## src/rtl/instr_encoder_pkg.sv

```systemverilog
// instr_encoder_pkg
// Shared definitions for the RV32IM instruction encoder: opcode and funct7
// constants (the same values the decoder's define.vh uses), the funct3 values
// that matter to the encoder, the FSM state encoding and small funct3
// legality helpers.
package instr_encoder_pkg;

    // Major opcodes, instr[6:0]
    localparam logic [6:0] OPC_LUI    = 7'b0110111;
    localparam logic [6:0] OPC_AUIPC  = 7'b0010111;
    localparam logic [6:0] OPC_JAL    = 7'b1101111;
    localparam logic [6:0] OPC_JALR   = 7'b1100111;
    localparam logic [6:0] OPC_BRANCH = 7'b1100011;
    localparam logic [6:0] OPC_LOAD   = 7'b0000011;
    localparam logic [6:0] OPC_STORE  = 7'b0100011;
    localparam logic [6:0] OPC_OPIMM  = 7'b0010011;
    localparam logic [6:0] OPC_OP     = 7'b0110011;

    // funct7 values
    localparam logic [6:0] F7_BASE   = 7'h00;
    localparam logic [6:0] F7_MULDIV = 7'h01;
    localparam logic [6:0] F7_ALT    = 7'h20;

    // funct3 values with special meaning to the encoder
    localparam logic [2:0] F3_ADD_SUB = 3'b000;
    localparam logic [2:0] F3_SLL     = 3'b001;
    localparam logic [2:0] F3_SRL_SRA = 3'b101;
    localparam logic [2:0] F3_JALR    = 3'b000;

    typedef enum logic [1:0] {
        ST_IDLE,
        ST_ACCEPT,
        ST_WRITE,
        ST_DONE
    } enc_state_t;

    // BEQ/BNE/BLT/BGE/BLTU/BGEU; 010 and 011 are unassigned
    function automatic logic branch_f3_ok(input logic [2:0] f3);
        return (f3 != 3'b010) && (f3 != 3'b011);
    endfunction

    // LB/LH/LW/LBU/LHU
    function automatic logic load_f3_ok(input logic [2:0] f3);
        return (f3 == 3'b000) || (f3 == 3'b001) || (f3 == 3'b010) ||
               (f3 == 3'b100) || (f3 == 3'b101);
    endfunction

    // SB/SH/SW
    function automatic logic store_f3_ok(input logic [2:0] f3);
        return (f3 == 3'b000) || (f3 == 3'b001) || (f3 == 3'b010);
    endfunction

endpackage

```

## src/rtl/instr_encoder_pack.sv

```systemverilog
// instr_pack
// Purely combinational field packer. Takes one instruction record and
// produces the 32-bit RV32IM word plus a legality flag.
// Ports:
//   opcode, funct3, funct7, rd, rs1, rs2 : instruction fields
//   imm                                  : sign-extended immediate as the decoder emits it
//   word                                 : packed instruction (0 for unknown opcodes)
//   legal                                : record is encodable without loss
module instr_pack
    import instr_encoder_pkg::*;
(
    input  logic [6:0]  opcode,
    input  logic [2:0]  funct3,
    input  logic [6:0]  funct7,
    input  logic [4:0]  rd,
    input  logic [4:0]  rs1,
    input  logic [4:0]  rs2,
    input  logic [31:0] imm,
    output logic [31:0] word,
    output logic        legal
);

    // An immediate fits N-bit signed when every bit from N-1 upward equals the sign.
    logic i_fit;
    logic b_fit;
    logic j_fit;
    logic is_shift;

    assign i_fit    = (&imm[31:11]) | ~(|imm[31:11]);
    assign b_fit    = (&imm[31:12]) | ~(|imm[31:12]);
    assign j_fit    = (&imm[31:20]) | ~(|imm[31:20]);
    assign is_shift = (funct3 == F3_SLL) || (funct3 == F3_SRL_SRA);

    always_comb begin
        word  = 32'h0;
        legal = 1'b0;
        case (opcode)
            OPC_OP: begin
                word  = {funct7, rs2, rs1, funct3, rd, opcode};
                // funct7 0x20 only exists for SUB and SRA
                legal = (funct7 == F7_BASE) || (funct7 == F7_MULDIV) ||
                        ((funct7 == F7_ALT) &&
                         ((funct3 == F3_ADD_SUB) || (funct3 == F3_SRL_SRA)));
            end
            OPC_OPIMM: begin
                if (is_shift) begin
                    word  = {funct7, imm[4:0], rs1, funct3, rd, opcode};
                    legal = (imm[31:5] == 27'h0) &&
                            ((funct7 == F7_BASE) ||
                             ((funct7 == F7_ALT) && (funct3 == F3_SRL_SRA)));
                end else begin
                    word  = {imm[11:0], rs1, funct3, rd, opcode};
                    legal = i_fit;
                end
            end
            OPC_LOAD: begin
                word  = {imm[11:0], rs1, funct3, rd, opcode};
                legal = i_fit && load_f3_ok(funct3);
            end
            OPC_JALR: begin
                word  = {imm[11:0], rs1, funct3, rd, opcode};
                legal = i_fit && (funct3 == F3_JALR);
            end
            OPC_STORE: begin
                word  = {imm[11:5], rs2, rs1, funct3, imm[4:0], opcode};
                legal = i_fit && store_f3_ok(funct3);
            end
            OPC_BRANCH: begin
                word  = {imm[12], imm[10:5], rs2, rs1, funct3, imm[4:1], imm[11], opcode};
                legal = b_fit && !imm[0] && branch_f3_ok(funct3);
            end
            OPC_LUI, OPC_AUIPC: begin
                word  = {imm[31:12], rd, opcode};
                legal = (imm[11:0] == 12'h0);
            end
            OPC_JAL: begin
                word  = {imm[20], imm[10:1], imm[11], imm[19:12], rd, opcode};
                legal = j_fit && !imm[0];
            end
            default: begin
                word  = 32'h0;
                legal = 1'b0;
            end
        endcase
    end

endmodule

```

## src/rtl/instr_encoder.sv

```systemverilog
// instr_encoder
// Accepts instruction field records over a valid/ready stream, packs each
// into an RV32IM word and writes the words to consecutive imem addresses.
// Ports:
//   clk, rst_n                : clock, asynchronous active-low reset
//   start                     : begins a new program (priority over everything)
//   in_valid / in_ready       : record handshake; in_ready depends on state only
//   in_opcode .. in_imm       : record fields
//   in_last                   : final record of the program
//   imem_we/addr/wdata        : one-cycle word write strobe with address and data
//   count                     : words written since start
//   busy, done, err           : status; err is sticky until the next start
module instr_encoder
    import instr_encoder_pkg::*;
#(
    parameter int          IMEM_ADDR_W = 14,
    parameter int unsigned BASE_ADDR   = 0
) (
    input  logic                   clk,
    input  logic                   rst_n,
    input  logic                   start,
    input  logic                   in_valid,
    output logic                   in_ready,
    input  logic [6:0]             in_opcode,
    input  logic [2:0]             in_funct3,
    input  logic [6:0]             in_funct7,
    input  logic [4:0]             in_rd,
    input  logic [4:0]             in_rs1,
    input  logic [4:0]             in_rs2,
    input  logic [31:0]            in_imm,
    input  logic                   in_last,
    output logic                   imem_we,
    output logic [IMEM_ADDR_W-1:0] imem_addr,
    output logic [31:0]            imem_wdata,
    output logic [IMEM_ADDR_W:0]   count,
    output logic                   busy,
    output logic                   done,
    output logic                   err
);

    localparam logic [IMEM_ADDR_W-1:0] BASE = BASE_ADDR[IMEM_ADDR_W-1:0];

    enc_state_t             state;
    enc_state_t             next_state;
    logic [IMEM_ADDR_W-1:0] addr_q;
    logic [IMEM_ADDR_W:0]   count_q;
    logic [31:0]            word_q;
    logic                   last_q;
    logic                   err_q;
    logic [31:0]            pack_word;
    logic                   pack_legal;
    logic                   mem_full;
    logic                   accept_ok;
    logic                   handshake;

    instr_pack u_pack (
        .opcode (in_opcode),
        .funct3 (in_funct3),
        .funct7 (in_funct7),
        .rd     (in_rd),
        .rs1    (in_rs1),
        .rs2    (in_rs2),
        .imm    (in_imm),
        .word   (pack_word),
        .legal  (pack_legal)
    );

    // Memory is full once count reaches 2^IMEM_ADDR_W, i.e. only the top bit is set.
    assign mem_full  = count_q[IMEM_ADDR_W];
    assign accept_ok = pack_legal && !mem_full;
    assign handshake = (state == ST_ACCEPT) && in_valid && !start;

    always_ff @(posedge clk or negedge rst_n) begin
        if (!rst_n) begin
            state <= ST_IDLE;
        end else begin
            state <= next_state;
        end
    end

    // Next state and outputs. imem_we is masked by start so a write pending
    // in the same cycle as a restart never reaches memory.
    always_comb begin
        next_state = state;
        in_ready   = 1'b0;
        imem_we    = 1'b0;
        busy       = 1'b0;
        done       = 1'b0;
        case (state)
            ST_ACCEPT: begin
                in_ready = 1'b1;
                busy     = 1'b1;
                if (in_valid) begin
                    if (accept_ok) begin
                        next_state = ST_WRITE;
                    end else if (in_last) begin
                        next_state = ST_DONE;
                    end
                end
            end
            ST_WRITE: begin
                busy       = 1'b1;
                imem_we    = !start;
                next_state = last_q ? ST_DONE : ST_ACCEPT;
            end
            ST_DONE: begin
                done = 1'b1;
            end
            default: begin
                next_state = state;
            end
        endcase
        if (start) begin
            next_state = ST_ACCEPT;
        end
    end

    // Datapath registers: restart clears address/count/err; a handshake
    // captures the word (legal only) and last flag; the write cycle advances.
    always_ff @(posedge clk or negedge rst_n) begin
        if (!rst_n) begin
            addr_q  <= BASE;
            count_q <= '0;
            word_q  <= 32'h0;
            last_q  <= 1'b0;
            err_q   <= 1'b0;
        end else if (start) begin
            addr_q  <= BASE;
            count_q <= '0;
            last_q  <= 1'b0;
            err_q   <= 1'b0;
        end else if (handshake) begin
            last_q <= in_last;
            if (accept_ok) begin
                word_q <= pack_word;
            end else begin
                err_q <= 1'b1;
            end
        end else if (state == ST_WRITE) begin
            addr_q  <= addr_q + IMEM_ADDR_W'(1);
            count_q <= count_q + (IMEM_ADDR_W + 1)'(1);
        end
    end

    assign imem_addr  = addr_q;
    assign imem_wdata = word_q;
    assign count      = count_q;
    assign err        = err_q;

endmodule

```

## config.mk

```make
export PLATFORM = sky130hd
export DESIGN_NAME = instr_encoder
export DESIGN_NICKNAME = d
export VERILOG_FILES = /design/src/rtl/instr_encoder_pkg.sv /design/src/rtl/instr_encoder_pack.sv /design/src/rtl/instr_encoder.sv
export SDC_FILE = /design/constraint.sdc
export NUM_CORES = 1
export LEC_CHECK = 0
export ABC_AREA = 1
export BUFFER_PORTS_ARGS = -buffer_cell sky130_fd_sc_hd__buf_2
export CORE_MARGIN = 4
export CORE_UTILIZATION = 45
export CTS_CLUSTER_DIAMETER = 50
export DETAILED_ROUTE_END_ITERATION = 12
export PLACE_DENSITY = 0.76
export SYNTH_ARGS = -nofsm -noshare
export SYNTH_HDL_FRONTEND = slang
export SYNTH_SLANG_ARGS = --single-unit
export TNS_END_PERCENT = 100
```

## constraint.sdc

```tcl
create_clock -name clk -period 2 [get_ports clk]
set_clock_uncertainty 0.1 [all_clocks]
set_input_delay 0.2 -clock clk [delete_from_list [all_inputs] [get_ports clk]]
set_output_delay 0.2 -clock clk [all_outputs]
set_load 0.01 [all_outputs]
```

# [Yosys cells after proc, flatten, opt, wreduce, memory -nomap -nowiden]
# Index checks and enable logic that the tools add are counted.
[totals] reg_bits=65 input_bits=69 out_inout_bits=66 wordCells=109
[op_classes] add_sub_neg=2 eq_ne=24 n_mux=25 bitwise_logic=7 n_reduce_logical=45
[op_table] operator="$pmux 32 s7" n=1
[op_table] operator="$mux 15" n=3
[op_table] operator="$mux 14" n=3
[op_table] operator="$mux 32" n=1
[op_table] operator="$eq 7x6->1 const B" n=4
[op_table] operator="$logic_not 27->1" n=1
[op_table] operator="$eq 7x7->1 const B" n=3
[op_table] operator="$reduce_and 21->1" n=1
[op_table] operator="$reduce_or 21->1" n=1
[op_table] operator="$reduce_and 20->1" n=1
[op_table] operator="$reduce_or 20->1" n=1
[op_table] operator="$add 15x1->15 const B" n=1
[op_table] operator="$add 14x1->14 const B" n=1
[op_table] operator="$eq 7x5->1 const B" n=2
[op_table] operator="$logic_and 1x1->1" n=13
[op_table] operator="$logic_not 12->1" n=1
[op_table] operator="$reduce_and 12->1" n=1
[op_table] operator="$reduce_or 12->1" n=1
[op_table] operator="$mux 1" n=10
[op_table] operator="$mux 2" n=5
[op_table] operator="$logic_or 1x1->1" n=9
[op_table] operator="$pmux 1 s8" n=1
[op_table] operator="$eq 7x1->1 const B" n=1
[op_table] operator="$eq 7x2->1 const B" n=1
[op_table] operator="other kinds (20)" n=36

# [Longest topological paths before layout]
[logic_depth] word_depth=12 ltp_mapped=14 mapped_depth_nobuf=14

# [By module]
# A second synthesis with hierarchy kept.
[hier_totals] cells_unflattened=664 area_unflattened_um2=4379.2
[by_module_without_submodules] mod="instr_encoder" n_inst=1 cells_per_inst=415 area_per_inst_um2=3196.8 seq_area_each_um2=1626.6
[by_module_without_submodules] mod="instr_pack" n_inst=1 cells_per_inst=249 area_per_inst_um2=1182.4 seq_area_each_um2=0.0

# [Worst setup path after synthesis]
# Ideal clock, no wire load.
[synth_timing] kind="flip-flop to flip-flop" from="register state[1]" to="register count_q[12], in the netlist count[12]" setup_ns=0.135 t_arrival_ns=1.827 t_required_ns=1.765 path_slack_ns=-0.062 stages_incl_launch_ff=13 n_path_buf=0 synth_period_minus_slack_ns=2.062 path_cell_list="dfrtp_1 -> inv_1 -> ha_1 -> nand2_2 -> nor2_2 -> nor2_4 -> nand3_1 -> nor3_2 -> nand4_1 -> inv_2 -> nand2_1 -> nor3_1 -> nor3b_2"
[synth_via] elab_chain_cells=5 word_cells_on_any_way=7 cone_classes="3 x eq/ne; 4 x reduce/logical"
[synth_rtl] item="from (decl)" line_no="instr_encoder.sv:43" text="enc_state_t state;"
[synth_rtl] item="from (signal assigned)" line_no="instr_encoder.sv:77" text="state <= next_state;"
[synth_rtl] item="$eq 2x1->1" line_no="instr_encoder.sv:71" text="assign handshake = (state == ST_ACCEPT) && in_valid && !start;"
[synth_rtl] item="$logic_and 1x1->1 (2 in series)" line_no="instr_encoder.sv:71"
[synth_rtl] item="$ne 2x2->1 (no source line)"
[synth_rtl] item="$reduce_and 2->1 (no source line) (*)"
[synth_rtl] item="to (signal assigned)" line_no="instr_encoder.sv:141" text="count_q <= count_q + (IMEM_ADDR_W + 1)'(1);"
[synth_rtl] item="to (decl)" line_no="instr_encoder.sv:46" text="logic [IMEM_ADDR_W:0] count_q;"
# Mark *: on every way between the ends. The rest lies on a longest branch, timed or not.
# A chain may end at the register's enable or synchronous reset.

# [Worst setup path after layout]
# Ends and elaborated chain as after synthesis.

==> summary.txt <==
Min path
  • Worst Hold End: last_q
  • HP Start: in_last
  • Hold path depth: 3
  • Hold Path Class: in2reg

Synthesis
  • Commonest cells in the netlist: 122 x nand2_1, 71 x nor2_1, 70 x inv_1
  • Area contributors post-synth: dfrtp_1 41%, nand2_1 12%, nor2_1 6.8%, inv_1 6.7%, o21ai_1 3.9%
  • Main flop type after synthesis: dfrtp_1
  • Top cell type's share of synthesized area: 41.3%
  • Netlist cell types: 39
  • Seq cells post-synth: 65
  • Synthesized area: 3930 sq um
  • Synth area leader: dfrtp_1
  • Synth Instances: 545
  • Post-synth ARST share: 100%
  • Avg Cell Area, Syn: 7.22 sq um
  • YS warnings: 0
  • Nets in the synthesized netlist: 619
  • Post-synth EDFFs: 0
  • Sequential fraction of the synthesis area: 41.3%
  • Count leader, synth: nand2_1

CTS
  • Num CTS Buffers: 9
  • CTS tree: yes
  • CTS root buf: clkbuf_8
  • Maximum buffer depth of the clock tree: 2
  • Clk_lat worst skew: 330 ps
  • Clk sinks: 65
  • H-Tree Depth: 3
  • Clk slew on worst S/H paths: 70 ps

Finish
  • # diodes: 0
  • Finished Layout Cells: 830
  • Fillers: 748
  • Layout cells sized above 1: 34.5%
  • Area Overhead vs Synth: 36.3%
  • Nets@finish: 795

STA
  • Final period utilization: 106%
  • Slew @ Worst Pin: 421 ps
  • Final Hold Fails: 0
  • Fmax achieved: 0.473 GHz
  • Max-slew headroom: 71.9%
  • RSZ-0062 raised after global routing: yes
  • Final worst path period need: 2110 ps
  • Final number of setup-violating endpoints: 10
  • Max-slew violations: 0
  • Fin worst setup slack: -113 ps

Drt
  • DRC errors left: 0
  • Per-cell routed wire length: 15.0 um
  • Total wire length: 12,400 um
  • Router iterations before antenna repair: 6
  • DR vias: 4,313
  • DR iter-0 viols: 228
  • Final ANT Viol Nets: 0
  • DR vias/cell: 5.20

Worst setup path
  • Critical Path AT: 2270 ps
  • CP max stage delay: 410 ps
  • WP data required: 2160 ps
  • CP Capture Type: flip-flop
  • CP top delay family: simple AND/OR/NAND/NOR gates
  • Reg2reg start: state[1]
  • Crit path kind: reg2reg
  • Startpoint types: flip-flop
  • Flop2flop setup slack: -110 ps
  • Worst Path Buf+Inv: 3
  • R2R Path End: count[12]
  • Reg2Reg Depth: 12
  • Crit Path Max Fanout: 6
  • CP Cell Sequence: buf_4, ha_4, nor2_2, nor2_4, buf_6, nand3_4, nor3_4, nand4_1, inv_2, nand2_4, o21ai_1, nor3b_2
  • Slowest CP cell: dfrtp_1

Die
  • Die width: 101 um
  • Initial Util: 47.2%
  • DIE HEIGHT: 101 um
  • Rows: 33
  • Core area: 8340 sq um
  • Ports: 135
  • Die ar.: 10,300 sq um

Global routing
  • Vias in the first global route: 4,084
  • Largest net degree at the start of global routing: 66
  • First-pass GRT wire length: 19,800 um
  • Gr ovfl total: 0
  • Total track usage: 24.3%
  • Initial antenna violation count: 0

Pwr
  • Leak: 2.82 nW
  • Overall power: 0.00278 W
  • Pwr per Cell Area: 519 nW/um^2
  • Peak supply drop: 0.000559 V

Job
  • Max-Cap Viols: 0

Placement
  • Placer Congestion: 0.952
  • Post-Place Cells: 801
  • Number of port buffers: 134
  • Detailed Place HPWL: 9730 um

Outcome
  • Failing checks: setup timing
  • Outcome: finished with violations
kinds of logic (layout without fill, tap and decap cells):
kind of cell               Yosys count  count (layout)  share of synthesized area [%]
adders and majority gates            5               5                           1.59
buffers and inverters               94             274                           9.29
and+or+nand+nor                    265             265                           30.6
AOI/OAI and AO/OA                  116             116                           17.1
DFF                                 65              65                           41.3
power breakdown:
group | total (W) | internal [W] | switching, W
clock | 0.00106 | 0.000562 | 0.000502
combinational | 0.000384 | 0.000157 | 0.000227
sequential | 0.00134 | 0.00133 | 0.0000115
repair_timing:
item                                    CTS  global route
endpoints found under the setup margin   10            19
hold buffers                              1             0
setup buffers                             7             6
pin swaps                                 7            11
hold endpoints to repair                 65             0
resized for setup                        11            19
layout by cell type, fill, tap and decap left out, types with 3 or more instances in the layout:
cell / n
nand3_1: 21
clkinv_2: 3
buf_12: 3
ha_1: 3
nor3_2: 3
nor2_2: 10
nand4_1: 10
nor2_1: 68
a21oi_1: 28
nand3_2: 3
nor2_4: 4
dfrtp_1: 65
buf_4: 36
a21oi_2: 3
a221oi_1: 9
o211ai_1: 3
nand2_2: 4
nor3_4: 3
buf_2: 134
o21ai_0: 21
o21ai_1: 32
nor3_1: 6
clkbuf_8: 9
nand2_1: 119
inv_2: 16
a22oi_1: 6
inv_1: 68
worst min-delay path, stage by stage:
cell     delay, ps
buf_2          100
nand2_1         60
o31ai_1         60
through the flow:
step	area [sq um]	TNS, ps	hold WS (ps)	setup slack (ps)	utilization (%)
floorplan	3960	0	-196	13.3	-
global placement	4950	-15.0	139	-15.0	59.4
detailed placement	4950	-718	144	-133	59.4
CTS	5250	-113	16.0	-64.0	62.9
global route	5360	-2700	22.5	-230	64.3
finish	5360	-506	28.9	-113	64.3
flip-flops by register name, indices dropped and copies added, names as in the netlist:
name and flops:
imem_wdata 32, count 15, imem_addr 14, state 2, err 1, last_q 1
cell type report:
class | count | area, sq um | area share (%)
multi-input combinational | 386 | 2080 | 38.8
sequential | 65 | 1630 | 30.3
timing repair buffer | 175 | 1020 | 19.1
inverter | 84 | 315 | 5.88
tap | 105 | 131 | 2.45
clock buffer | 9 | 124 | 2.31
clock inverter | 6 | 60.1 | 1.12
how the worst max path moves through the flow:
stage	from	end	slack, ps	cells past startpoint
after floorplan	state[1]	count[13]	10	13
after global placement	state[0]	imem_addr[12]	-10	13
after detailed placement	state[0]	imem_addr[10]	-130	12
after CTS	state[1]	count[13]	-60	13
after global routing	state[0]	count[14]	-230	13
final	state[1]	count[12]	-110	12
per-layer routing:
layer	wire [um]	up-vias	GRT usage (%)
li1	-	2144	-
met1	5330	1989	32.9
met2	6010	164	39.9
met5	0	-	0
met3	900	16	6.06
met4	176	0	4.91
Note: power is estimated with default switching activity, not from simulation.
